**src/rtl/uart_pkg.sv**
```systemverilog
// Shared UART definitions for the transmitter and receiver: FSM encoding, frame width, default bit period.
// Holds types and constants only; no latency and no flow control of its own.
package uart_pkg;
    typedef enum logic [1:0] {
        ST_IDLE  = 2'd0,
        ST_START = 2'd1,
        ST_DATA  = 2'd2,
        ST_STOP  = 2'd3
    } uart_state_t;

    localparam int DATA_BITS            = 8;
    localparam int BIT_CNT_W            = $clog2(DATA_BITS);
    localparam int BAUD_CNT_W           = 16;
    localparam int CLKS_PER_BIT_DEFAULT = 5208;
endpackage

```
**src/rtl/baud_gen.sv**
```systemverilog
// Baud counter: counts 0..CLKS_PER_BIT-1 and pulses wrap on the last count; clr restarts it at 0.
// Free running with no backpressure; wrap is combinational from the registered count.
module baud_gen
    import uart_pkg::*;
#(
    parameter int CLKS_PER_BIT = CLKS_PER_BIT_DEFAULT
) (
    input  logic clk,
    input  logic rst,
    input  logic clr,
    output logic wrap
);
    localparam logic [BAUD_CNT_W-1:0] LAST = BAUD_CNT_W'(CLKS_PER_BIT - 1);
    localparam logic [BAUD_CNT_W-1:0] ONE  = BAUD_CNT_W'(1);

    logic [BAUD_CNT_W-1:0] cnt_q;
    logic [BAUD_CNT_W-1:0] cnt_d;

    always_comb begin
        wrap = (cnt_q == LAST);
        if (clr || wrap) begin
            cnt_d = '0;
        end else begin
            cnt_d = cnt_q + ONE;
        end
    end

    always_ff @(posedge clk or posedge rst) begin
        if (rst) begin
            cnt_q <= '0;
        end else begin
            cnt_q <= cnt_d;
        end
    end
endmodule

```
**src/rtl/uart_tx.sv**
```systemverilog
// 8N1 serial transmitter: tx drops the cycle after valid&&ready, each bit lasts CLKS_PER_BIT cycles.
// ready is low for 10*CLKS_PER_BIT+1 cycles per frame; valid while busy is ignored, nothing is queued.
module uart_tx
    import uart_pkg::*;
#(
    parameter int CLKS_PER_BIT = CLKS_PER_BIT_DEFAULT
) (
    input  logic                 clk,
    input  logic                 rst,
    input  logic [DATA_BITS-1:0] data,
    input  logic                 valid,
    output logic                 ready,
    output logic                 busy,
    output logic                 tx
);
    localparam logic [BIT_CNT_W-1:0] LAST_BIT = BIT_CNT_W'(DATA_BITS - 1);
    localparam logic [BIT_CNT_W-1:0] ONE_BIT  = BIT_CNT_W'(1);

    uart_state_t          state_q, state_d;
    logic [DATA_BITS-1:0] shift_q, shift_d;
    logic [BIT_CNT_W-1:0] bit_cnt_q, bit_cnt_d;
    logic                 tx_q, tx_d;
    logic                 ready_q, ready_d;
    logic                 busy_q, busy_d;
    logic                 accept;
    logic                 wrap;

    assign accept = valid && ready_q;

    baud_gen #(
        .CLKS_PER_BIT(CLKS_PER_BIT)
    ) u_baud_gen (
        .clk  (clk),
        .rst  (rst),
        .clr  (accept),
        .wrap (wrap)
    );

    always_comb begin
        state_d   = state_q;
        shift_d   = shift_q;
        bit_cnt_d = bit_cnt_q;
        tx_d      = tx_q;
        case (state_q)
            ST_IDLE: begin
                tx_d = 1'b1;
                if (accept) begin
                    state_d   = ST_START;
                    shift_d   = data;
                    bit_cnt_d = '0;
                    tx_d      = 1'b0;
                end
            end
            ST_START: begin
                if (wrap) begin
                    state_d = ST_DATA;
                    tx_d    = shift_q[0];
                end
            end
            ST_DATA: begin
                if (wrap) begin
                    if (bit_cnt_q == LAST_BIT) begin
                        state_d   = ST_STOP;
                        bit_cnt_d = '0;
                        tx_d      = 1'b1;
                    end else begin
                        shift_d   = shift_q >> 1;
                        bit_cnt_d = bit_cnt_q + ONE_BIT;
                        tx_d      = shift_q[1];
                    end
                end
            end
            ST_STOP: begin
                // bit_cnt marks the stop bit as finished; one more high cycle before ready returns
                tx_d = 1'b1;
                if (bit_cnt_q != '0) begin
                    state_d   = ST_IDLE;
                    bit_cnt_d = '0;
                end else if (wrap) begin
                    bit_cnt_d = ONE_BIT;
                end
            end
            default: begin
                state_d   = ST_IDLE;
                bit_cnt_d = '0;
                tx_d      = 1'b1;
            end
        endcase
        ready_d = (state_d == ST_IDLE);
        busy_d  = !ready_d;
    end

    always_ff @(posedge clk or posedge rst) begin
        if (rst) begin
            state_q   <= ST_IDLE;
            shift_q   <= '0;
            bit_cnt_q <= '0;
            tx_q      <= 1'b1;
            ready_q   <= 1'b1;
            busy_q    <= 1'b0;
        end else begin
            state_q   <= state_d;
            shift_q   <= shift_d;
            bit_cnt_q <= bit_cnt_d;
            tx_q      <= tx_d;
            ready_q   <= ready_d;
            busy_q    <= busy_d;
        end
    end

    assign ready = ready_q;
    assign busy  = busy_q;
    assign tx    = tx_q;
endmodule

```
**config.mk**
```make
export PLATFORM = sky130hd
export DESIGN_NAME = uart_tx
export DESIGN_NICKNAME = d
export VERILOG_FILES = /design/src/rtl/uart_pkg.sv /design/src/rtl/baud_gen.sv /design/src/rtl/uart_tx.sv
export SDC_FILE = /design/constraint.sdc
export NUM_CORES = 1
export LEC_CHECK = 0
export BUFFER_PORTS_ARGS = -buffer_cell sky130_fd_sc_hd__buf_4
export CORE_MARGIN = 5
export CORE_UTILIZATION = 55
export DETAILED_ROUTE_END_ITERATION = 10
export PLACE_DENSITY_LB_ADDON = 0.1
export SYNTH_ARGS = -nofsm -noshare
export SYNTH_HDL_FRONTEND = slang
export SYNTH_SLANG_ARGS = --single-unit
```
**constraint.sdc**
```tcl
create_clock -name clk -period 3.2 [get_ports clk]
set_input_delay 0.48 -clock clk [delete_from_list [all_inputs] [get_ports clk]]
set_output_delay 0.48 -clock clk [all_outputs]
set_load 0.005 [all_outputs]
```
* Word level (Yosys, flattened, before mapping)
Cells that the tools add are included.
** Operators by class
- Add/subtract/negate cells :: 2
- Eq/ne operators :: 10
- Multiplexer cells :: 22
- Reduce and logical (&&, ||, !) cells :: 11
** Operators with widths (count)
- $mux 8 :: 3
- $add 16x1->16 const B :: 1
- $eq 16x13->1 const B :: 1
- $mux 16 :: 1
- $pmux 8 s2 :: 1
- $mux 3 :: 5
- $mux 2 :: 5
- $pmux 3 s3 :: 1
- $pmux 2 s4 :: 1
- $reduce_and 4->1 :: 2
- $ne 2x1->1 const B :: 3
- $reduce_bool 3->1 :: 2
- $eq 2x2->1 const B :: 2
- $logic_not 2->1 :: 2
- $mux 1 :: 4
- $pmux 1 s4 :: 1
- $add 3x1->3 const B :: 1
- $eq 3x3->1 const B :: 1
- $ne 3x2->1 const B :: 1
- $eq 2x1->1 const B :: 1
- $ne 2x2->1 const B :: 1
- $reduce_and 2->1 :: 1
- $reduce_bool 2->1 :: 1
- $logic_and 1x1->1 :: 1
- 2 further kinds :: 2
** Word-level totals
- Bits in registers :: 32
- Bits of input ports :: 11
- Output and inout port bits :: 3
- Word-level logic and storage cells :: 52

* Longest topological paths before layout
Gate-level depths: netlist of run 1.
- Depth in word-level cells :: 6
- Mapped depth :: 7
- Mapped depth without buffers :: 6

* Modules after synthesis
From an unflattened synthesis of run 1, not the netlist that was laid out.
** Second synthesis, totals
- Cell total of the unflattened synthesis :: 161
- Area, all modules :: 1684.1 sq um
** By module, submodules not included
- uart_tx :: times used 1, cells each 79, area each 885.8 sq um, sequential area each 402.9 sq um
- baud_gen :: times used 1, cells each 82, area each 798.3 sq um, sequential area each 400.4 sq um

* Worst setup path after synthesis of run 1
OpenSTA, ideal clock, no wires.
- Path type :: register to register
- From :: register u_baud_gen.cnt_q[0]
- To :: register shift_q[0]
- Library setup time :: 125 ps
- Arrival time :: 1654 ps
- Required time :: 3075 ps
- Path slack :: 1421 ps
- Stages on the path, launching flop included :: 8
- Buffers on the path :: 2
- Cell sequence :: dfrtp_1 > ha_1 > and4_1 > and4_1 > buf_4 > a21o_1 > buf_6 > mux2_4
** Between the ends
- Longest elaborated chain between the ends :: 3
** RTL lines
- start, declared :: line baud_gen.sv:16 : logic [BAUD_CNT_W-1:0] cnt_q;
- start signal, assigned :: line baud_gen.sv:32 : cnt_q <= cnt_d;
- $eq 16x13->1 :: line baud_gen.sv:20 : wrap = (cnt_q == LAST);
- $ne 2x1->1 (no source line)
- $reduce_and 4->1 (no source line)
- end signal, assigned :: line uart_tx.sv:103 : shift_q <= shift_d;
- end, declared :: line uart_tx.sv:20 : logic [DATA_BITS-1:0] shift_q, shift_d;
No other way between the ends.
A chain may end at the register's enable or synchronous reset.

* Final worst setup path of run 1
- From :: register u_baud_gen.cnt_q[0]
- To :: register shift_q[4]
Same word-level chain as after synthesis.

==> results of run 1 <==
-- worst reg2reg max path, delay by kind of cell, from the launching register on --
kind	cells	cell delay (ps)
and+or+nand+nor	2	500
AOI/OAI and AO/OA	1	420
DFF	1	420
adders and majority gates	1	260
muxes	1	350
-- worst min-delay path by stage --
stage                     endpoint  slack (ps)  cells past startpoint
2_1_floorplan  u_baud_gen.cnt_q[0]         470                      1
3_3_place_gp   u_baud_gen.cnt_q[0]         490                      1
3_5_place_dp            shift_q[6]         490                      1
4_1_cts                 shift_q[0]         220                      3
5_1_grt        u_baud_gen.cnt_q[3]         240                      3
6_report                state_q[1]         210                      3
-- cells by family after synthesis --
family	count (synthesis)	synth area share, %
adder cells (fa/ha/maj)	4	3.035
buffers and inverters	13	3.794
XOR/XNOR	14	7.436
flip-flops	32	48.71
AO/OA/AOI/OAI	17	6.829
AND/OR/NAND/NOR	58	18.36
multiplexers	15	11.84
-- final cells by class --
| class | count | area share (%) |
|---|---|---|
| inverters | 8 | 1.662 |
| clock inverters | 1 | 0.2770 |
| flip-flops and latches | 32 | 44.46 |
| multi-input cells | 108 | 43.35 |
| well taps | 31 | 2.147 |
| clock buffers | 6 | 2.285 |
| repair buffers | 14 | 5.817 |
-- flip-flops by register name (all words and copies together), names as in the netlist --
name	cells
bit_cnt_q	3
u_baud_gen.cnt_q	16
busy	1
state_q	2
shift_q	8
tx	1
ready	1
-- power by group through the flow --
| stage | Clock, mW | Combinational [mW] | Sequential, mW |
|---|---|---|---|
| 6_report | 0.210 | 0.189 | 0.558 |
| 5_1_grt | 0.242 | 0.211 | 0.574 |
| 4_1_cts | 0.217 | 0.193 | 0.557 |
| 3_5_place_dp | 0 | 0.190 | 0.564 |
| 3_3_place_gp | 0 | 0.182 | 0.559 |
| 2_1_floorplan | 0 | 0.143 | 0.545 |
-- metal layers --
layer  track usage [%]  share of wire (%)  vias up
li1                  -                  -      565
met1             22.01                 49      558
met4             10.03                2.5        0
met3             4.145                4.0        7
met5                 0                  0        -
met2             24.52                 44       26
-- cell usage in the layout (no fill, tap or decap), types with 2 or more instances in the layout --
cell and count:
and3_1 3, a21o_1 2, inv_1 8, mux2_2 8, nand2b_1 2, nand4_1 3, and4_1 2, nor2_1 19
nand2_1 7, nor4_1 5, buf_4 14, dfstp_2 2, o21ai_0 6, clkbuf_4 5, a22o_1 2, nand3_1 6
mux2_4 7, nor3_1 7, xnor2_1 11, ha_1 4, dfrtp_1 30, a21oi_1 3, xor2_1 3
-- through the flow --
stage | cell area [um2] | std cells | hold slack, ps | util (%)
2_1_floorplan | 1649 | 153 | 474.2 | -
3_3_place_gp | 1760 | 193 | 488.1 | 62.76
3_5_place_dp | 1760 | 193 | 490.2 | 62.76
4_1_cts | 1807 | 200 | 219.7 | 64.41
5_1_grt | 1807 | 200 | 236.3 | 64.41
6_report | 1807 | 200 | 212.6 | 64.41
==> reports/qor.yml, run 1 <==
post_cts_resized: 0
place_ws_ps: 1161
rows: 19
cp.required_ps: 3420
drt_pass1_iterations: 4
synth.avg_cell_area_um2: 10.78
cts_buffer_depth: 2
yosys.area.top_type: "dfrtp_1"
syn_inst: 153
startpoint: "u_baud_gen.cnt_q[0]"
clockPowerShare_pct: 22.0
power_switching_share_pct: 28.91
grt_setup_unrepaired: "no"
r2r_end: "shift_q[4]"
ff2ff_setup_slack_ps: 1140
worst-path-stages: 5
max_stage_delay_ps: 420
place_congestion: 0.7910
holdBufCountCts: 0
fin_nets: 184
synth_common_cells: "dfrtp_1, nor2_1, xnor2_1, inv_1, mux2_2"
yosysUniqueCellTypes: 33
drive_above_1_share_pct: 23.08
critical-path-top-delay-family: "simple AND/OR/NAND/NOR gates"
synth-seq-area-share_pct: 48.71
relSlewSlack_pct: 64.04
drc: 0
register_area_um2: 803.3
synth_area_leaders: "dfrtp_1, mux2_4, xnor2_1"
start_util_pct: 58.79
cts_inserted_buffers: 5
rr_worst_depth: 5
wl_per_cell_um: 14.63
cap_violations: 0
grt_util_all_layers_pct: 16.62
numPortBuffers: 13
cp-start-kind: "register"
finalWorstPathRequiredPeriod_ps: 2061
ys.flop_type: "dfrtp_1"
cp.buffers_inverters: 0
ctsRootBufferMaster: "clkbuf_4"
synth_edf_count: 0
hpwl_um: 2117
pwr-share-seq_pct: 58.3
yosysTopAreaCellShare_pct: 45.52
clkSinkCount: 32
vias: 1156
finalCritPeriodShare_pct: 64.40
num-fill-cells: 232
synth_warnings: 0
criticalPathCategory: "reg -> reg"
multiInputGateArea_um2: 783.3
drt-total-wl_um: 2926
r2r_start: "u_baud_gen.cnt_q[0]"
p_sw_mw: 0.2766
p_int_mw: 0.6801
power_mw: 0.9567
synth_fp_nets: 168
slowest_stage: "dfrtp_1"
p_leak_nw: 0.8247
clk_pin_slew_ps: 90
grt_overflow: 0
cts_setup_buffers: 0
drtIter0Drc: 36
setup_slack_ps: 1139
viasPerCell: 5.780
pwr-share-comb_pct: 19.7
setup_viol: 0
async_flop_share_pct: 100.0
grt_max_degree: 33
worstSetupEndpoint: "shift_q[4]"
antenna_found_initial: 0
synth_seq_cells: 32
clkLatencyLatePin_ps: 330
grt_pass1_vias: 1171
hp-class: "in -> async"
areaGrowthSynthToFinish_pct: 9.560
timing.fmax_mhz: 485.2
die_h_um: 64.76
end_kind: "register"
status: "complete, no violations"
grt_pass1_wl_um: 5347
cts-htree-levels: 2
yosysMostFrequentCell: "dfrtp_1"
die_w_um: 64.76
synthesis.area_um2: 1649
dieArea_um2: 4193
cp_max_fo: 8
hold_violations: 0
diodes: 0
fin_skew_ps: 10.18
cts_tree: "yes"
worst-slew-pin-transition_ps: 539.5
io_pins: 14
ant_nets: 0
power.density_nw_per_um2: 529.5
vdd_drop_max_v: 0.0003363
tns_ps: 0
coreArea_um2: 2805
cpMostUsedCell: "and4_1"
cp_cell_sequence: "ha_1, and4_1, and4_1, a21o_1, mux2_4"
maxSlewViolCount: 0
cp_data_arrival_time_ps: 2280
(Power assumes the default switching activity.)
==> run 2, diff against run 1 <==
clock period = 1.95 ns   (was 3.2 ns; I/O delays follow)
==> run 2 against run 1 <==
Against the previous run: sequential power rose by 64%; via count rose by 0.52%; global-route usage fell by 0.71 points; maximum frequency rose by 12%; first-iteration DRC count rose by 36%; flip-flop and latch count did not move; clock skew fell by 4.9 ps; non-clock buffer count rose by 4; critical endpoint unchanged; largest power group unchanged.
==> reports/qor.yml, run 2 (synthesis results as in run 1) <==
finalWorstPathRequiredPeriod_ps: 1836  # -225.1 ps
finalCritPeriodShare_pct: 94.14  # +30 points
criticalPathCategory: "reg -> reg"
wl_per_cell_um: 14.82  # +1.3%
cp.required_ps: 2150  # -1270 ps
die_w_um: 64.76  # unchanged
route.met3.wl_um: 147  # +26%
cts_setup_buffers: 0  # unchanged
grt_util_all_layers_pct: 15.91  # -0.71 points
wl_met2_um: 1359  # +5.2%
diodes: 0  # unchanged
top_layer_used: "met4"
grt_setup_unrepaired: "no"
end_kind: "register"
clk_pin_slew_ps: 90  # about the same
grt_pass1_vias: 1199  # +2.4%
drt_pass1_iterations: 4  # unchanged
hpwl_um: 2165  # +2.3%
coreArea_um2: 2805  # unchanged
start_util_pct: 58.79  # unchanged
rr_worst_depth: 6  # +1
cts_buffer_depth: 2  # unchanged
pwr-share-seq_pct: 57.9  # -0.4 points
die_h_um: 64.76  # unchanged
drtIter0Drc: 49  # +36%
cts_inserted_buffers: 5  # unchanged
drc: 0  # unchanged
cts-htree-levels: 2  # unchanged
stdcell_count: 205  # +2.5%
maxSlewViolCount: 0  # unchanged
drive_above_1_share_pct: 24.14  # +1.1 points
drt-total-wl_um: 3038  # +3.8%
status: "complete, no violations"
clockPowerShare_pct: 22.2  # +0.2 points
ant_nets: 0  # unchanged
p_int_mw: 1.130  # +66%
viasPerCell: 5.668  # -1.9%
fin_nets: 188  # +2.2%
r2r_end: "shift_q[4]"
dieArea_um2: 4193  # unchanged
dp_cells: 197  # +2.1%
r2r_start: "u_baud_gen.cnt_q[0]"
final_core_util_pct: 66.01  # +1.6 points
relSlewSlack_pct: 73.66  # +9.6 points
power_mw: 1.581  # +65%
cp_max_fo: 8  # unchanged
clkLatencyLatePin_ps: 310  # -20 ps
io_pins: 14  # unchanged
wl_met1_um: 1480  # +2.6%
cts_tree: "yes"
clkSinkCount: 32  # unchanged
largest_reg_flops: 16  # unchanged
worst-slew-pin-transition_ps: 395.2  # -144.3 ps
layout_commonest_cell: "dfrtp_1"
p_leak_nw: 0.8463  # +2.6%
numPortBuffers: 13  # unchanged
cp_data_arrival_time_ps: 2040  # -240 ps
holdBufCountCts: 0  # unchanged
timing.fmax_mhz: 544.7  # +12%
place_congestion: 0.7872  # -0.48%
grt_overflow: 0  # unchanged
grt_max_degree: 33  # unchanged
cp-start-kind: "register"
hold_violations: 0  # unchanged
rows: 19  # unchanged
vdd_drop_max_v: 0.0006468  # +92%
largest_register: "u_baud_gen.cnt_q"
fin_skew_ps: 5.287  # -4.896 ps
cap_violations: 0  # unchanged
pwr-share-comb_pct: 19.9  # +0.2 points
antenna_found_initial: 0  # unchanged
power.density_nw_per_um2: 853.9  # +61%
areaGrowthSynthToFinish_pct: 12.29
ctsRootBufferMaster: "clkbuf_4"
post_cts_resized: 0  # unchanged
vias: 1162  # +0.52%
setup_viol: 0  # unchanged
ff2ff_setup_slack_ps: 110  # -1020 ps
power_switching_share_pct: 28.55  # -0.35 points
p_sw_mw: 0.4515  # +63%
grt_pass1_wl_um: 5299  # -0.90%
tns_ps: 0  # unchanged
hp-class: "in -> async"
reg.largest.list: "u_baud_gen.cnt_q (16), shift_q (8), bit_cnt_q (3)"
mostFrequentLayoutCells: "dfrtp_1, nor2_1, buf_4, xnor2_1"
-- run 2: cell count changes in the layout (fill, tap and decap cells not counted), sizes merged --
cell / previous run / this run
clkbuf: 6 / 8
clkinv: 1 / 0
buf: 14 / 18
-- run 2: area by class of cell --
class,count,area [um2]
fillers,223,953.4
flip-flops and latches,32,803.3
multi-input cells,108,783.3
repair buffers,18,147.6
clock buffers,8,48.80
well taps,31,38.79
inverters,8,30.03
-- run 2: layer usage --
layer	vias to the layer above	track usage, %
met4	0	5.541
met3	7	4.318
met2	31	24.65
met5	-	0
li1	573	-
met1	551	21.52
-- run 2: power by group through the flow --
| stage | combinational (mW) | clock [mW] | sequential, mW |
|---|---|---|---|
| after global placement | 0.300 | 0 | 0.921 |
| final | 0.314 | 0.352 | 0.915 |
| after global routing | 0.354 | 0.393 | 0.935 |
| after detailed placement | 0.314 | 0 | 0.926 |
| after floorplan | 0.234 | 0 | 0.894 |
| after CTS | 0.322 | 0.358 | 0.915 |
-- run 2: stage by stage --
step / hold slack [ps] / worst slack [ps] / cell area [um2]
after floorplan: 407.2 / 170.7 / 1649
after global placement: 399.5 / 179.6 / 1803
after detailed placement: 407.4 / 147.6 / 1803
after CTS: 61.92 / 123.1 / 1852
after global routing: 93.94 / 45.67 / 1852
final: 48.96 / 114.2 / 1852
-- run 2: worst max path at each step --
| stage | start | to | depth (start not counted) |
|---|---|---|---|
| 2_1_floorplan | u_baud_gen.cnt_q[0] | shift_q[0] | 7 |
| 3_3_place_gp | u_baud_gen.cnt_q[0] | shift_q[4] | 6 |
| 3_5_place_dp | u_baud_gen.cnt_q[0] | shift_q[4] | 6 |
| 4_1_cts | u_baud_gen.cnt_q[0] | shift_q[1] | 6 |
| 5_1_grt | u_baud_gen.cnt_q[0] | shift_q[6] | 6 |
| 6_report | u_baud_gen.cnt_q[0] | shift_q[4] | 6 |
-- run 2: critical path, cell delays in order, from the launching register on --
cell	delay (ps)
dfrtp_1	430
ha_1	260
and4_1	220
and4_1	210
a21o_1	160
buf_12	140
mux2_4	300
==> run 3, diff against run 2 <==
CAP_MARGIN = 40   (was unset)
PLACE_DENSITY = 0.85   (was unset)
PLACE_DENSITY_LB_ADDON = unset   (was 0.1)
==> run 3 against run 2 <==
Against the previous run: critical path depth unchanged; first-iteration DRC count is 98% higher; clock skew increased by 6.1 ps; highest routed layer unchanged.
==> reports/qor.yml, run 3 (synthesis results as in run 1) <==
status: "complete, no violations"
drtIter0Drc: 97  # +98%
clkLatencyLatePin_ps: 330  # +20 ps
drc: 0  # unchanged
io_pins: 14  # unchanged
start_util_pct: 58.79  # unchanged
grt_pass1_vias: 1263  # +5.3%
grt_pass1_wl_um: 5720  # +7.9%
stdcell_count: 205  # unchanged
die_w_um: 64.76  # unchanged
cp_max_fo: 8  # unchanged
grt_max_degree: 33  # unchanged
layout_commonest_cell: "dfrtp_1"
clk_pin_slew_ps: 100  # about the same
tns_ps: 0  # unchanged
finalCritPeriodShare_pct: 94.31  # +0.16 points
timing.fmax_mhz: 543.8  # -0.17%
fin_skew_ps: 11.42  # +6.136 ps
reg.largest.list: "u_baud_gen.cnt_q (16), shift_q (8), bit_cnt_q (3)"
hold_violations: 0  # unchanged
gr-usage-met1_pct: 20.67  # -0.86 points
cts_inserted_buffers: 5  # unchanged
cts_setup_buffers: 0  # unchanged
drt-total-wl_um: 3205  # +5.5%
viasPerCell: 5.810  # +2.5%
criticalPathCategory: "reg -> reg"
areaGrowthSynthToFinish_pct: 12.37  # about the same
ant_nets: 0  # unchanged
numPortBuffers: 13  # unchanged
grt_util_all_layers_pct: 17.75  # +1.8 points
cts-htree-levels: 2  # unchanged
power.density_nw_per_um2: 853.0  # -0.11%
dp_cells: 197  # unchanged
clkSinkCount: 32  # unchanged
cp_data_arrival_time_ps: 2060  # +20 ps
cts_tree: "yes"
hp-class: "in -> async"
post_cts_resized: 0  # unchanged
grt_busiest_layer: "met2"
largest_reg_flops: 16  # unchanged
coreArea_um2: 2805  # unchanged
wl_per_cell_um: 15.63  # +5.5%
rows: 19  # unchanged
vdd_drop_max_v: 0.0005564  # -14%
grt_use_met3_pct: 6.563  # +2.2 points
final_core_util_pct: 66.06  # about the same
vias: 1191  # +2.5%
end_kind: "register"
antenna_found_initial: 0  # unchanged
relSlewSlack_pct: 73.22  # -0.44 points
holdBufCountCts: 0  # unchanged
grt_overflow: 0  # unchanged
diodes: 0  # unchanged
drt_pass1_iterations: 4  # unchanged
die_h_um: 64.76  # unchanged
ctsRootBufferMaster: "clkbuf_4"
setup_viol: 0  # unchanged
place_congestion: 0.8231  # +4.6%
drive_above_1_share_pct: 24.71  # +0.57 points
mostFrequentLayoutCells: "dfrtp_1, nor2_1, buf_4, xnor2_1"
largest_register: "u_baud_gen.cnt_q"
hpwl_um: 2334  # +7.8%
worst-slew-pin-transition_ps: 401.7  # +6.541 ps
cts_buffer_depth: 2  # unchanged
cp.required_ps: 2170  # +20 ps
dieArea_um2: 4193  # unchanged
cap_violations: 0  # unchanged
cp-start-kind: "register"
fin_nets: 188  # unchanged
grt_setup_unrepaired: "no"
finalWorstPathRequiredPeriod_ps: 1839  # +3.164 ps
maxSlewViolCount: 0  # unchanged
met2_usage_pct: 30.40  # +5.7 points
p_leak_nw: 0.8490  # +0.32%
## run 3: final timing paths
check,from,to,slack [ps],cells after the start
setup / recovery,u_baud_gen.cnt_q[0],shift_q[3],110,6
hold reg to reg,u_baud_gen.cnt_q[0],u_baud_gen.cnt_q[0],510,1
hold / removal,rst,shift_q[5],40,3
setup reg to reg,u_baud_gen.cnt_q[0],shift_q[3],110,6
max in group asynchronous,rst,ready,1580,3
min in group clk,data[7],shift_q[7],190,3
## run 3: final cells by class
class                   instances  area [um2]
fillers                       229       952.2
well taps                      31       38.79
multi-input cells             108       783.3
repair buffers                 18       147.6
flip-flops and latches         32       803.3
clock buffers                   7       45.04
inverters                       8       30.03
clock inverters                 1       5.005
## run 3: stage by stage
stage	worst slack (ps)	total power [mW]	cell area, um2	hold WS, ps
after global routing	13.80	1.701	1853	41.78
after global placement	160.7	1.215	1803	395.2
after floorplan	170.7	1.128	1649	407.2
after CTS	115.4	1.596	1853	35.96
final	111.0	1.581	1853	38.42
after detailed placement	141.8	1.240	1803	406.9
## run 3: worst max-delay path, stage by stage (launching register included)
cell	delay, ps
dfrtp_1	410
ha_1	260
and4_1	250
and4_1	220
a21o_1	160
buf_12	140
mux2_4	290
## run 3: report_power, final
part,internal [mW],total [mW],switching (mW)
clock network,0.140,0.355,0.214
registers,0.798,0.921,0.124
logic,0.187,0.305,0.118
total,1.12,1.58,0.456
## run 3: routing by layer
| layer | share of wire (%) | vias to the layer above |
|---|---|---|
| met1 | 44 | 579 |
| met2 | 50 | 35 |
| met3 | 4.9 | 4 |
| met5 | 0 | - |
| met4 | 0.97 | 0 |
| li1 | - | 573 |
